$ cat src/rtl/snack_consumer.sv
// snack_consumer: consumer end of the snack-placement interface.
// Once per frame it tests the pig bounding box against the snack box; a hit
// pulses new_round/eaten, bumps score (saturating) and pig_growth (capped at
// MAX_GROWTH), then ignores overlaps for COOLDOWN_FRAMES frames.
// Optional feature macro: SNACK_TIMEOUT_EN forces a respawn (new_round with
// eaten=0) after TIMEOUT_FRAMES frames in ARMED without a hit.
module snack_consumer #(
    parameter int PIG_SIZE        = 40,
    parameter int GROWTH_STEP     = 4,
    parameter int MAX_GROWTH      = 80,
    parameter int SCORE_W         = 8,
    parameter int COOLDOWN_FRAMES = 2,
    parameter int TIMEOUT_FRAMES  = 600
) (
    input  logic               clk,
    input  logic               rst,
    input  logic               start,
    input  logic               game_active,
    input  logic               frame_tick,
    input  logic [10:0]        pigX,
    input  logic [10:0]        pigY,
    input  logic [10:0]        posX,
    input  logic [10:0]        posY,
    input  logic [10:0]        posX_end,
    input  logic [10:0]        posY_end,
    output logic               new_round,
    output logic               eaten,
    output logic [10:0]        pig_growth,
    output logic [SCORE_W-1:0] score,
    output logic               cooling
);

    // A zero cooldown would let a held overlap fire on back-to-back frames.
    localparam int CD_EFF = (COOLDOWN_FRAMES < 1) ? 1 : COOLDOWN_FRAMES;
    localparam int CD_W   = $clog2(CD_EFF + 1);

    typedef enum logic [1:0] {S_IDLE, S_ARMED, S_EAT, S_COOLDOWN} state_t;

    state_t              r_state, w_state_next;
    logic                r_new_round, w_new_round_next;
    logic                r_eaten, w_eaten_next;
    logic                r_cooling, w_cooling_next;
    logic [10:0]         r_growth, w_growth_next;
    logic [SCORE_W-1:0]  r_score, w_score_next;
    logic [CD_W-1:0]     r_cd_cnt, w_cd_next;

    // 12-bit overlap arithmetic so the pig's far edge never wraps.
    logic [11:0] w_pig_end_x, w_pig_end_y, w_growth_sum;
    logic        w_hit, w_frame_hit;

    assign w_pig_end_x  = {1'b0, pigX} + 12'(PIG_SIZE) + {1'b0, r_growth};
    assign w_pig_end_y  = {1'b0, pigY} + 12'(PIG_SIZE) + {1'b0, r_growth};
    assign w_hit        = (pigX <= posX_end) && ({1'b0, posX} <= w_pig_end_x) &&
                          (pigY <= posY_end) && ({1'b0, posY} <= w_pig_end_y);
    assign w_frame_hit  = frame_tick && w_hit;
    assign w_growth_sum = {1'b0, r_growth} + 12'(GROWTH_STEP);

`ifdef SNACK_TIMEOUT_EN
    localparam int TO_W = $clog2(TIMEOUT_FRAMES + 1);
    localparam logic [TO_W-1:0] TO_LAST = TO_W'(TIMEOUT_FRAMES - 1);

    logic [TO_W-1:0] r_to_cnt, w_to_next;
    logic            w_timeout;

    // Fires on the TIMEOUT_FRAMES-th consecutive hitless frame; a hit on that frame wins.
    assign w_timeout = frame_tick && !w_hit && (r_to_cnt == TO_LAST);
`endif

    // State and registered outputs; active-low synchronous reset dominates.
    always_ff @(posedge clk) begin
        if (!rst) begin
            r_state     <= S_IDLE;
            r_new_round <= 1'b0;
            r_eaten     <= 1'b0;
            r_cooling   <= 1'b0;
            r_growth    <= '0;
            r_score     <= '0;
            r_cd_cnt    <= '0;
`ifdef SNACK_TIMEOUT_EN
            r_to_cnt    <= '0;
`endif
        end else begin
            r_state     <= w_state_next;
            r_new_round <= w_new_round_next;
            r_eaten     <= w_eaten_next;
            r_cooling   <= w_cooling_next;
            r_growth    <= w_growth_next;
            r_score     <= w_score_next;
            r_cd_cnt    <= w_cd_next;
`ifdef SNACK_TIMEOUT_EN
            r_to_cnt    <= w_to_next;
`endif
        end
    end

    // Next-state: game stop beats start, start beats a hit.
    always_comb begin
        w_state_next = r_state;
        if (!game_active) begin
            w_state_next = S_IDLE;
        end else if (start) begin
            w_state_next = S_ARMED;
        end else begin
            case (r_state)
                S_IDLE:     w_state_next = S_IDLE;
                S_ARMED: begin
                    if (w_frame_hit)
                        w_state_next = S_EAT;
`ifdef SNACK_TIMEOUT_EN
                    else if (w_timeout)
                        w_state_next = S_EAT;
`endif
                end
                S_EAT:      w_state_next = S_COOLDOWN;
                S_COOLDOWN: begin
                    if (frame_tick && (r_cd_cnt <= CD_W'(1)))
                        w_state_next = S_ARMED;
                end
                default:    w_state_next = S_IDLE;
            endcase
        end
    end

    // Next values of the registered outputs and counters.
    always_comb begin
        w_new_round_next = 1'b0;
        w_eaten_next     = 1'b0;
        w_cooling_next   = (w_state_next == S_COOLDOWN);
        w_growth_next    = r_growth;
        w_score_next     = r_score;
        w_cd_next        = r_cd_cnt;
`ifdef SNACK_TIMEOUT_EN
        w_to_next        = r_to_cnt;
`endif
        if (!game_active) begin
            // Score and growth hold so the final result stays visible.
            w_cd_next = '0;
`ifdef SNACK_TIMEOUT_EN
            w_to_next = '0;
`endif
        end else if (start) begin
            w_growth_next = '0;
            w_score_next  = '0;
            w_cd_next     = '0;
`ifdef SNACK_TIMEOUT_EN
            w_to_next     = '0;
`endif
        end else begin
            case (r_state)
                S_ARMED: begin
                    if (w_frame_hit) begin
                        w_new_round_next = 1'b1;
                        w_eaten_next     = 1'b1;
                        if (r_score != '1)
                            w_score_next = r_score + 1'b1;
                        if (w_growth_sum > 12'(MAX_GROWTH))
                            w_growth_next = 11'(MAX_GROWTH);
                        else
                            w_growth_next = w_growth_sum[10:0];
`ifdef SNACK_TIMEOUT_EN
                        w_to_next = '0;
                    end else if (w_timeout) begin
                        w_new_round_next = 1'b1;
                        w_to_next        = '0;
                    end else if (frame_tick) begin
                        w_to_next = r_to_cnt + 1'b1;
`endif
                    end
                end
                S_EAT: begin
                    w_cd_next = CD_W'(CD_EFF);
                end
                S_COOLDOWN: begin
                    if (frame_tick && (r_cd_cnt != '0))
                        w_cd_next = r_cd_cnt - 1'b1;
                end
                default: begin
`ifdef SNACK_TIMEOUT_EN
                    w_to_next = '0;
`endif
                end
            endcase
        end
    end

    assign new_round  = r_new_round;
    assign eaten      = r_eaten;
    assign cooling    = r_cooling;
    assign pig_growth = r_growth;
    assign score      = r_score;

endmodule

$ cat config.mk
export PLATFORM = sky130hd
export DESIGN_NAME = snack_consumer
export DESIGN_NICKNAME = d
export VERILOG_FILES = /design/src/rtl/snack_consumer.sv
export SDC_FILE = /design/constraint.sdc
export NUM_CORES = 1
export LEC_CHECK = 0
export CAP_MARGIN = 30
export CORE_ASPECT_RATIO = 0.6
export CORE_UTILIZATION = 50
export DETAILED_ROUTE_END_ITERATION = 10
export PLACE_DENSITY = 0.94
export SYNTH_ARGS = -nofsm -noshare
export SYNTH_HDL_FRONTEND = slang
export SYNTH_SLANG_ARGS = --single-unit
export TNS_END_PERCENT = 20
$ cat constraint.sdc
create_clock -name clk -period 5.3 [get_ports clk]
set_input_delay 1.06 -clock clk [delete_from_list [all_inputs] [get_ports clk]]
set_output_delay 1.06 -clock clk [all_outputs]
set_load 0.005 [all_outputs]
==> flow_summary.json <==
{
  "wl_per_cell_um": 15.99,
  "hp-class": "reg2reg",
  "yosysWarnings": 0,
  "insertion_delay_ns": 0.25,
  "fin_skew_ns": 0.003554,
  "cts-root-buf": "clkbuf_16",
  "crit_arrival_ns": 5.20,
  "synth_compound_gate_area_share": 0.2351,
  "start_util": 0.5372,
  "grt_max_degree": 14,
  "hold_viol": 0,
  "synth_adder_area_share": 0.3201,
  "start_kind": "primary input",
  "syn_inst": 430,
  "hpwlAfterDp_um": 8103,
  "hold_buffers": 0,
  "drv_cap": 0,
  "antenna_found_initial": 0,
  "ir_worst_vdd_mv": 0.1321,
  "timing.hold.ws_ns": 0.5089,
  "yosysTopAreaCellShare": 0.3201,
  "worst_setup_path_end_kind": "flop",
  "async_flop_share": 0,
  "cts_resized": 0,
  "first_pass_iters": 7,
  "drtAntennaViolNets": 0,
  "synthFlopType": "dfxtp_1",
  "drive_above_1_share": 0.04924,
  "relSlewSlack": 0.4376,
  "die_y_um": 65.88,
  "cts_tree": "yes",
  "num_io_pins": 93,
  "fillers": 485,
  "coreArea_mm2": 0.006331,
  "required_ns": 5.44,
  "seq_area_frac_synth": 0.1354,
  "cts_sinks": 23,
  "clk_pin_slew_worst_paths_ns": 0.06,
  "synth_edf_count": 0,
  "synth_xor_area_frac": 0.04121,
  "synthTopCellsByArea": "ha_1 32%, dfxtp_1 14%, inv_1 6.4%",
  "clock_path_buffers": 2,
  "fin_nets": 687,
  "numPortBuffers": 90,
  "grt_overflow": 0,
  "cts_setup_buffers": 0,
  "synthMuxAreaShare": 0.01361,
  "synth_most_common_cell": "ha_1",
  "p_per_area_mw_per_mm2": 131.4,
  "synth_common_cells": "87 x ha_1, 58 x inv_1, 31 x nand2_1",
  "tightest_slew_ns": 0.8415,
  "drc_errors": 0,
  "track_usage": 0.2740,
  "outcome": "finished clean",
  "cts-htree-levels": 1,
  "grt_pass1_wl_um": 15700,
  "slew_violations": 0,
  "synth_top_family_by_area": "adder cells",
  "yosysUniqueCellTypes": 57,
  "ys_seq_elements": 23,
  "routed_wl_um": 9788,
  "rows": 22,
  "post-route-period-util": 0.9542,
  "first_iter_violations": 266,
  "power_mw": 0.5963,
  "syn_area_mm2": 0.003401,
  "cp_max_fo": 6,
  "antenna_cells": 0,
  "synthToLayoutAreaGrowth_pct": 33.44,
  "vias": 3608,
  "cts_buffers": 3,
  "fmax_mhz": 197.7,
  "synth_area_leader_cell": "ha_1",
  "die-area_mm2": 0.007146,
  "vias_per_cell": 5.895,
  "yosys.area_share.simple": 0.1781,
  "gp_congestion": 0.9384,
  "setup_viol": 0,
  "leakage_nw": 2.114,
  "period_needed_ns": 5.057,
  "critPathKind": "in2reg",
  "die_x_um": 108.5,
  "synth.avg_cell_area_um2": 7.909,
  "grt_pass1_vias": 3487
}
-- state kept, by name, summed over array words and instances (netlist names) --
name,cells
r_cd_cnt,2
eaten,1
pig_growth,9
score,8
cooling,1
r_state,2
-- stage by stage --
stage,util,setup TNS [ns],worst slack (ns),std cells,cell area (um2)
2_1_floorplan,-,0,0.8162,433,3412
3_3_place_gp,0.6988,0,0.03336,608,4424
3_5_place_dp,0.6988,-1.094,-0.1179,608,4424
4_1_cts,0.7115,0,0.1393,612,4504
5_1_grt,0.7168,-0.08453,-0.02924,612,4538
6_report,0.7168,0,0.2425,612,4538
-- worst max-delay path, stage by stage --
cell	delay [ns]
clkdlybuf4s50_1	0.50
inv_1	0.05
ha_1	0.26
inv_1	0.04
ha_1	0.22
a31oi_1	0.21
o21bai_1	0.11
a21oi_2	0.19
o21ai_0	0.15
o41a_1	0.34
xnor2_1	0.13
ha_1	0.33
nand4_1	0.12
or2_2	0.32
a21o_1	0.17
a21oi_2	0.22
a211oi_4	0.12
buf_4	0.19
and3_2	0.18
or2_2	0.28
-- cell type report --
type	count	area, um2	area share
Clock buffer	3	75.07	0.01654
Clock inverter	1	5.005	0.001103
Inverter	58	217.7	0.04797
Multi-Input combinational cell	347	2729	0.6013
Sequential cell	23	460.4	0.1015
Tap cell	84	105.1	0.02316
Timing Repair Buffer	96	945.9	0.2084
-- routing by layer --
metal  wire length [um]  global-route usage
met3                764             0.04828
met1               4554              0.3574
met5                  0                   0
met4                123             0.04561
met2               4345              0.4778
-- path summary, 6_finish.rpt --
kind	cells past startpoint	from	to	slack (ns)
setup / recovery	20	pigX[3]	r_state[1]$_SDFF_PN0_	0.24
hold / removal	2	score[1]$_SDFFE_PN0P_	score[1]$_SDFFE_PN0P_	0.51
hold reg to reg	2	score[1]$_SDFFE_PN0P_	score[1]$_SDFFE_PN0P_	0.51
setup reg to reg	19	pig_growth[3]$_SDFFE_PN0P_	r_state[1]$_SDFF_PN0_	0.94
-- logic make-up after synthesis --
logic type	Yosys count
and+or+nand+nor	121
AOI/OAI and AO/OA	115
adders and majority gates	87
buffers and inverters	63
DFF	23
xor gates and xnor gates	16
muxes	4
other	1
-- cells in the final DEF (no fill, tap or decap), types with 2 or more instances in the layout --
| cell | n |
|---|---|
| and2_1 | 7 |
| o21bai_1 | 5 |
| nand2_1 | 30 |
| a31oi_1 | 8 |
| nand3_1 | 15 |
| nor2b_1 | 3 |
| inv_1 | 58 |
| nand2b_1 | 4 |
| o32ai_1 | 2 |
| xor2_1 | 9 |
| dfxtp_1 | 23 |
| a2111o_1 | 2 |
| o2111a_1 | 2 |
| a211oi_1 | 8 |
| a21o_1 | 7 |
| xnor2_1 | 7 |
| nor3_1 | 12 |
| clkdlybuf4s50_1 | 90 |
| or2_2 | 3 |
| a21oi_2 | 4 |
| nand4_1 | 9 |
| and4_1 | 3 |
| clkbuf_16 | 3 |
| conb_1 | 4 |
| nor2_1 | 23 |
| a41oi_1 | 3 |
| o21a_1 | 5 |
| a21oi_1 | 23 |
| o21ai_0 | 19 |
| a211o_1 | 3 |
| and3_1 | 6 |
| o211ai_1 | 7 |
| buf_4 | 6 |
| a2111oi_0 | 2 |
| ha_1 | 87 |
| mux2i_1 | 2 |
-- power breakdown --
| group | internal [mW] | switching [mW] |
|---|---|---|
| sequential | 0.173 | 0.000766 |
| combinational | 0.130 | 0.131 |
| clock | 0.101 | 0.0605 |
| total | 0.404 | 0.192 |
No activity file was read; power rests on OpenSTA's default activity.
==> patch 1, RTL diff (same settings) <==
Encoding of `state_t`: now one-hot (4 bits for 4 states).
--- a/src/rtl/snack_consumer.sv
+++ b/src/rtl/snack_consumer.sv
@@ -34,7 +34,7 @@
     localparam int CD_EFF = (COOLDOWN_FRAMES < 1) ? 1 : COOLDOWN_FRAMES;
     localparam int CD_W   = $clog2(CD_EFF + 1);
 
-    typedef enum logic [1:0] {S_IDLE, S_ARMED, S_EAT, S_COOLDOWN} state_t;
+    typedef enum logic [3:0] {S_IDLE = 4'b0001, S_ARMED = 4'b0010, S_EAT = 4'b0100, S_COOLDOWN = 4'b1000} state_t;
 
     state_t              r_state, w_state_next;
     logic                r_new_round, w_new_round_next;
Check against the original RTL: no difference found for any inputs over 10 cycles, from zero or initial values and one cycle with rst low; not proved beyond that.
==> patch 1 against the original RTL <==
Sequential cell count rose by 2. Combinational power barely moved. Critical path depth did not move. Die area rose by 2.7%. Critical path type unchanged. Wire length rose by 6.8%. Synthesized area rose by 2.8%. Total power rose by 4.0%. Count of clock-buffer cells in the layout rose by 1. Largest power group unchanged. Cell count rose by 4.7%. Worst setup slack got worse by 0.11 ns. Critical endpoint is now score[3]. Cell area rose by 5.0%. Worst hold slack got worse by 0.025 ns.
==> patch 1: results (changes against the original RTL) <==
[outcome]
status=finished, final reports clean

[power_and_ir_drop]
power.density_mw_per_mm2=130  ; -0.98%

[global_routing]
met1_usage_pct=35.1  ; -0.60 points
grt_pass1_wl_mm=16.2  ; +3.1%
gr-usage-met2_pct=50.0  ; +2.2 points
track_usage_pct=28.1  ; +0.70 points
grt_pass1_vias=3643  ; +4.5%
met3_usage_pct=5.19  ; +0.36 points

[route]
drt-vias-per-instance=6.05  ; +2.6%
met2_length_mm=4.87  ; +12%
drtIter0Drc=420  ; +58%
wl_per_cell_um=16.3  ; +2.0%
dr_wl_met3_mm=1.02  ; +34%

[final_layout]
buf_share_pct=21.9  ; +1.1 points
fillers=497  ; +2.5%
multiInputCombCellCount=360  ; +3.7%
multi_input_area_mm2=0.00282  ; +3.5%
nClkBuffers=4  ; +1
inv_count=56  ; -3.4%
nNonClkBuffers=109  ; +14%
layout.area.seq_um2=500  ; +8.7%
clk_share_pct=1.65  ; -0.11 points
nets=713  ; +3.8%

[synthesis]
yosys-top-cells-count=ha_1 (87), inv_1 (56), a21oi_1 (32)
synth_cell_types=55  ; -3.5%
synth-seq-area-share_pct=14.3  ; +0.78 points
synth_seq_cells=25  ; +8.7%
synth_compound_area_share_pct=24.6  ; +1.1 points
ys_top_cells_by_area=ha_1 (31%), dfxtp_1 (14%), inv_1 (6.0%), a21oi_1 (4.6%), o21ai_0 (4.3%)
synthAdderAreaFrac_pct=31.1  ; -0.86 points
synth-xor-area-share_pct=4.51  ; +0.39 points

[sta]
clock_skew_ns=0.00231  ; -0.00125 ns
slew_headroom_pct=55.1  ; +11 points

[placed_design]
globalplace.congestion=0.942  ; +0.39%
dp_hpwl_mm=8.62  ; +6.4%

[worst_setup_path]
arrival_ns=5.31  ; +0.11 ns

patch 1: changes by cell type after synthesis, sizes merged, moves of 3 or more:
cell	delta
a41oi	-3
clkbuf	+5
and2	-4
nand2	-4
or3	+3
o21ai	+11
a31o	+3
a21oi	+5
nand3	-3
nand2b	+6
a41o	+3
and3	-3
patch 1: critical path: cells and delay by family:
kind | cells | cell delay (ns)
compound gates | 12 | 2.44
buf+inv | 4 | 0.77
fa+ha+maj | 3 | 0.87
xor+xnor | 1 | 0.17
patch 1: final timing paths:
check	startpoint	slack (ns)	endpoint	depth (start not counted)
worst max register to register	pig_growth[3]	0.73	score[3]	20
worst min register to register	r_cd_cnt[0]	0.48	r_cd_cnt[0]	2
worst max-delay path	pigX[5]	0.13	score[3]	20
worst min-delay path	r_cd_cnt[0]	0.48	r_cd_cnt[0]	2
patch 1: metrics by stage:
stage	utilization (%)	hold WS, ns	worst slack, ns	TNS, ns	instances
floorplan	-	0.452	0.315	0	449
global placement	68.5	0.464	-0.229	-2.58	634
detailed placement	68.5	0.475	-0.513	-7.71	634
CTS	70.4	0.484	0.0143	0	639
global route	71.1	0.523	-0.0139	-0.0360	641
finish	71.1	0.484	0.135	0	641
patch 1: report_power, final:
part	leakage [µW]	internal (µW)	switching, µW
logic	0.00193	134	126
registers	0.000202	189	1.28
clock network	0.0000382	103	67.8
total	0.00217	425	195
patch 1: what timing repair did:
| item | in CTS | in global routing |
|---|---|---|
| cloned | 0 | 0 |
| buffers inserted | 1 | 1 |
| pin swaps | 5 | 8 |
| hold buffers | 0 | 0 |
| endpoints found under the setup margin | 17 | 17 |
| gates resized for setup | 8 | 12 |
==> patch 2, RTL diff (config.mk and constraints unchanged) <==
Without the edit above. Change the parameter `COOLDOWN_FRAMES` from 2 to 4.
--- a/src/rtl/snack_consumer.sv
+++ b/src/rtl/snack_consumer.sv
@@ -9,7 +9,7 @@
     parameter int GROWTH_STEP     = 4,
     parameter int MAX_GROWTH      = 80,
     parameter int SCORE_W         = 8,
-    parameter int COOLDOWN_FRAMES = 2,
+    parameter int COOLDOWN_FRAMES = 4,
     parameter int TIMEOUT_FRAMES  = 600
 ) (
     input  logic               clk,
Function: changed (Yosys sat finds a counterexample within 10 cycles, from zero or initial values and one cycle with rst low).
==> patch 2 against the original RTL <==
Register-to-register slack worse by 0.26 ns. Cell area is 0.91% higher. Wire length is 1.1% higher. Worst hold slack worse by 0.0040 ns. Sequential share of layout area is 0.35 points higher. Via count is 0.72% lower. Synthesized area is 0.55% lower. Worst setup slack worse by 0.089 ns. Sequential cell count is 1 higher. Maximum frequency is 1.7% lower. Highest routed layer unchanged. Clock power hardly changed. Sequential power is 4% higher. Die area is 0.54% lower. Largest cell class unchanged. Total power is 0.46% higher.
==> patch 2: results (changes against the original RTL) <==
[sta]
worst_slew_pin_slew_ns=0.801  ; -0.0405 ns
clock_skew_ns=0.00639  ; +0.00284 ns
layout_worst_path_cycle_share_pct=97.1  ; +1.7 points

[final_layout]
final_layout_size_suffix_gt1_share_pct=7.35  ; +2.4 points
inv_count=51  ; -12%
multi_input_area_share_pct=58.9  ; -1.2 points
fillers=464  ; -4.3%
multiInputCombCellCount=331  ; -4.6%
nets=676  ; -1.6%
buf_share_pct=22.5  ; +1.7 points
seq_share_pct=10.5  ; +0.35 points

[route]
drt-vias-per-instance=5.96  ; +1.1%
dr.pass1.iters=5  ; -2
met2_length_mm=4.47  ; +2.9%
dr_wl_met3_um=838  ; +9.7%
wl_met1_mm=4.48  ; -1.7%

[clocking]
clk_latency_ns=0.27  ; +0.02 ns
clkTransAtPathRegs_ns=0.09  ; +0.03 ns
root_buffer=clkbuf_8

[placed_design]
globalplace.congestion=0.904  ; -3.7%
post-place-ws_ns=-0.165  ; -0.0467 ns
dp_hpwl_mm=7.93  ; -2.2%
place_area_mm2=0.00447  ; +1.1%

[synthesis]
yosys-top-cells-count=ha_1 (87), inv_1 (51), a21oi_1 (25)
synth-main-ff-cell=dfxtp_1
synth-seq-area-share_pct=14.2  ; +0.67 points
ys_top_cells_by_area=ha_1 (32%), dfxtp_1 (14%), inv_1 (5.7%), a21oi_1 (3.7%), xnor2_1 (2.8%)

[global_routing]
track_usage_pct=27.7  ; +0.30 points

[power_and_ir_drop]
ir_drop_v=0.000153  ; +16%
p_sw_uw=183  ; -4.6%
p_leak_uw=0.00215  ; +1.7%
combPwrFrac_pct=42.7  ; -0.9 points

[worst_setup_path]
cp_max_fo=7  ; +1
worstReg2RegStart=pig_growth[5]
path_delay_family=compound AO/OA/AOI/OAI gates
arrival_ns=5.28  ; +0.08 ns
crit_start=pigY[5]
r2r_setup_slack_ns=0.68  ; -0.26 ns

[outcome]
status=finished, final reports clean

-- patch 2: cell types whose count changed after synthesis, sizes merged, moves of 3 or more --
cell / delta
and3: +4
and4: -3
inv: -7
nand2: -15
nand3b: +3
nand4: +4
nor2: -6
o21ai: +3
o31ai: +4
xnor2: +4
-- patch 2: worst min path at each step --
stage                           start          end  slack [ns]  depth (start not counted)
after floorplan              score[4]     score[4]        0.47                          1
after CTS                 r_cd_cnt[2]  r_cd_cnt[2]        0.51                          2
final                     r_cd_cnt[2]  r_cd_cnt[2]        0.50                          2
after detailed placement  r_cd_cnt[2]  r_cd_cnt[2]        0.50                          2
after global routing      r_cd_cnt[2]  r_cd_cnt[2]        0.56                          2
after global placement    r_cd_cnt[0]  r_cd_cnt[0]        0.49                          2
-- patch 2: timing repair --
item,CTS,global route
setup endpoints to repair,0,11
resized for setup,0,6
setup buffers,0,0
-- patch 2: cell families (layout without fill, tap and decap cells) --
group,count (synthesis),in the layout,synth area share (%)
AOI/OAI and AO/OA,114,114,23.9
xor gates and xnor gates,19,19,4.92
adders and majority gates,87,87,32.2
buffers and inverters,58,162,7.25
DFF,24,24,14.2
other,1,4,0.111
and+or+nand+nor,107,107,17.4
-- patch 2: metrics by stage --
stage          hold WS [ns]  utilization, %  setup TNS [ns]  std cells
2_1_floorplan         0.467               -               0        413
3_3_place_gp          0.490            71.0               0        597
3_5_place_dp          0.496            71.0          -0.778        597
4_1_cts               0.509            72.1               0        601
5_1_grt               0.557            72.6               0        601
6_report              0.505            72.6               0        601
-- patch 2: layer usage --
| metal | up-vias | GRT usage (%) |
|---|---|---|
| met3 | 16 | 4.86 |
| li1 | 1734 | - |
| met2 | 182 | 48.9 |
| met1 | 1650 | 36.0 |
| met5 | - | 0 |
| met4 | 0 | 3.60 |
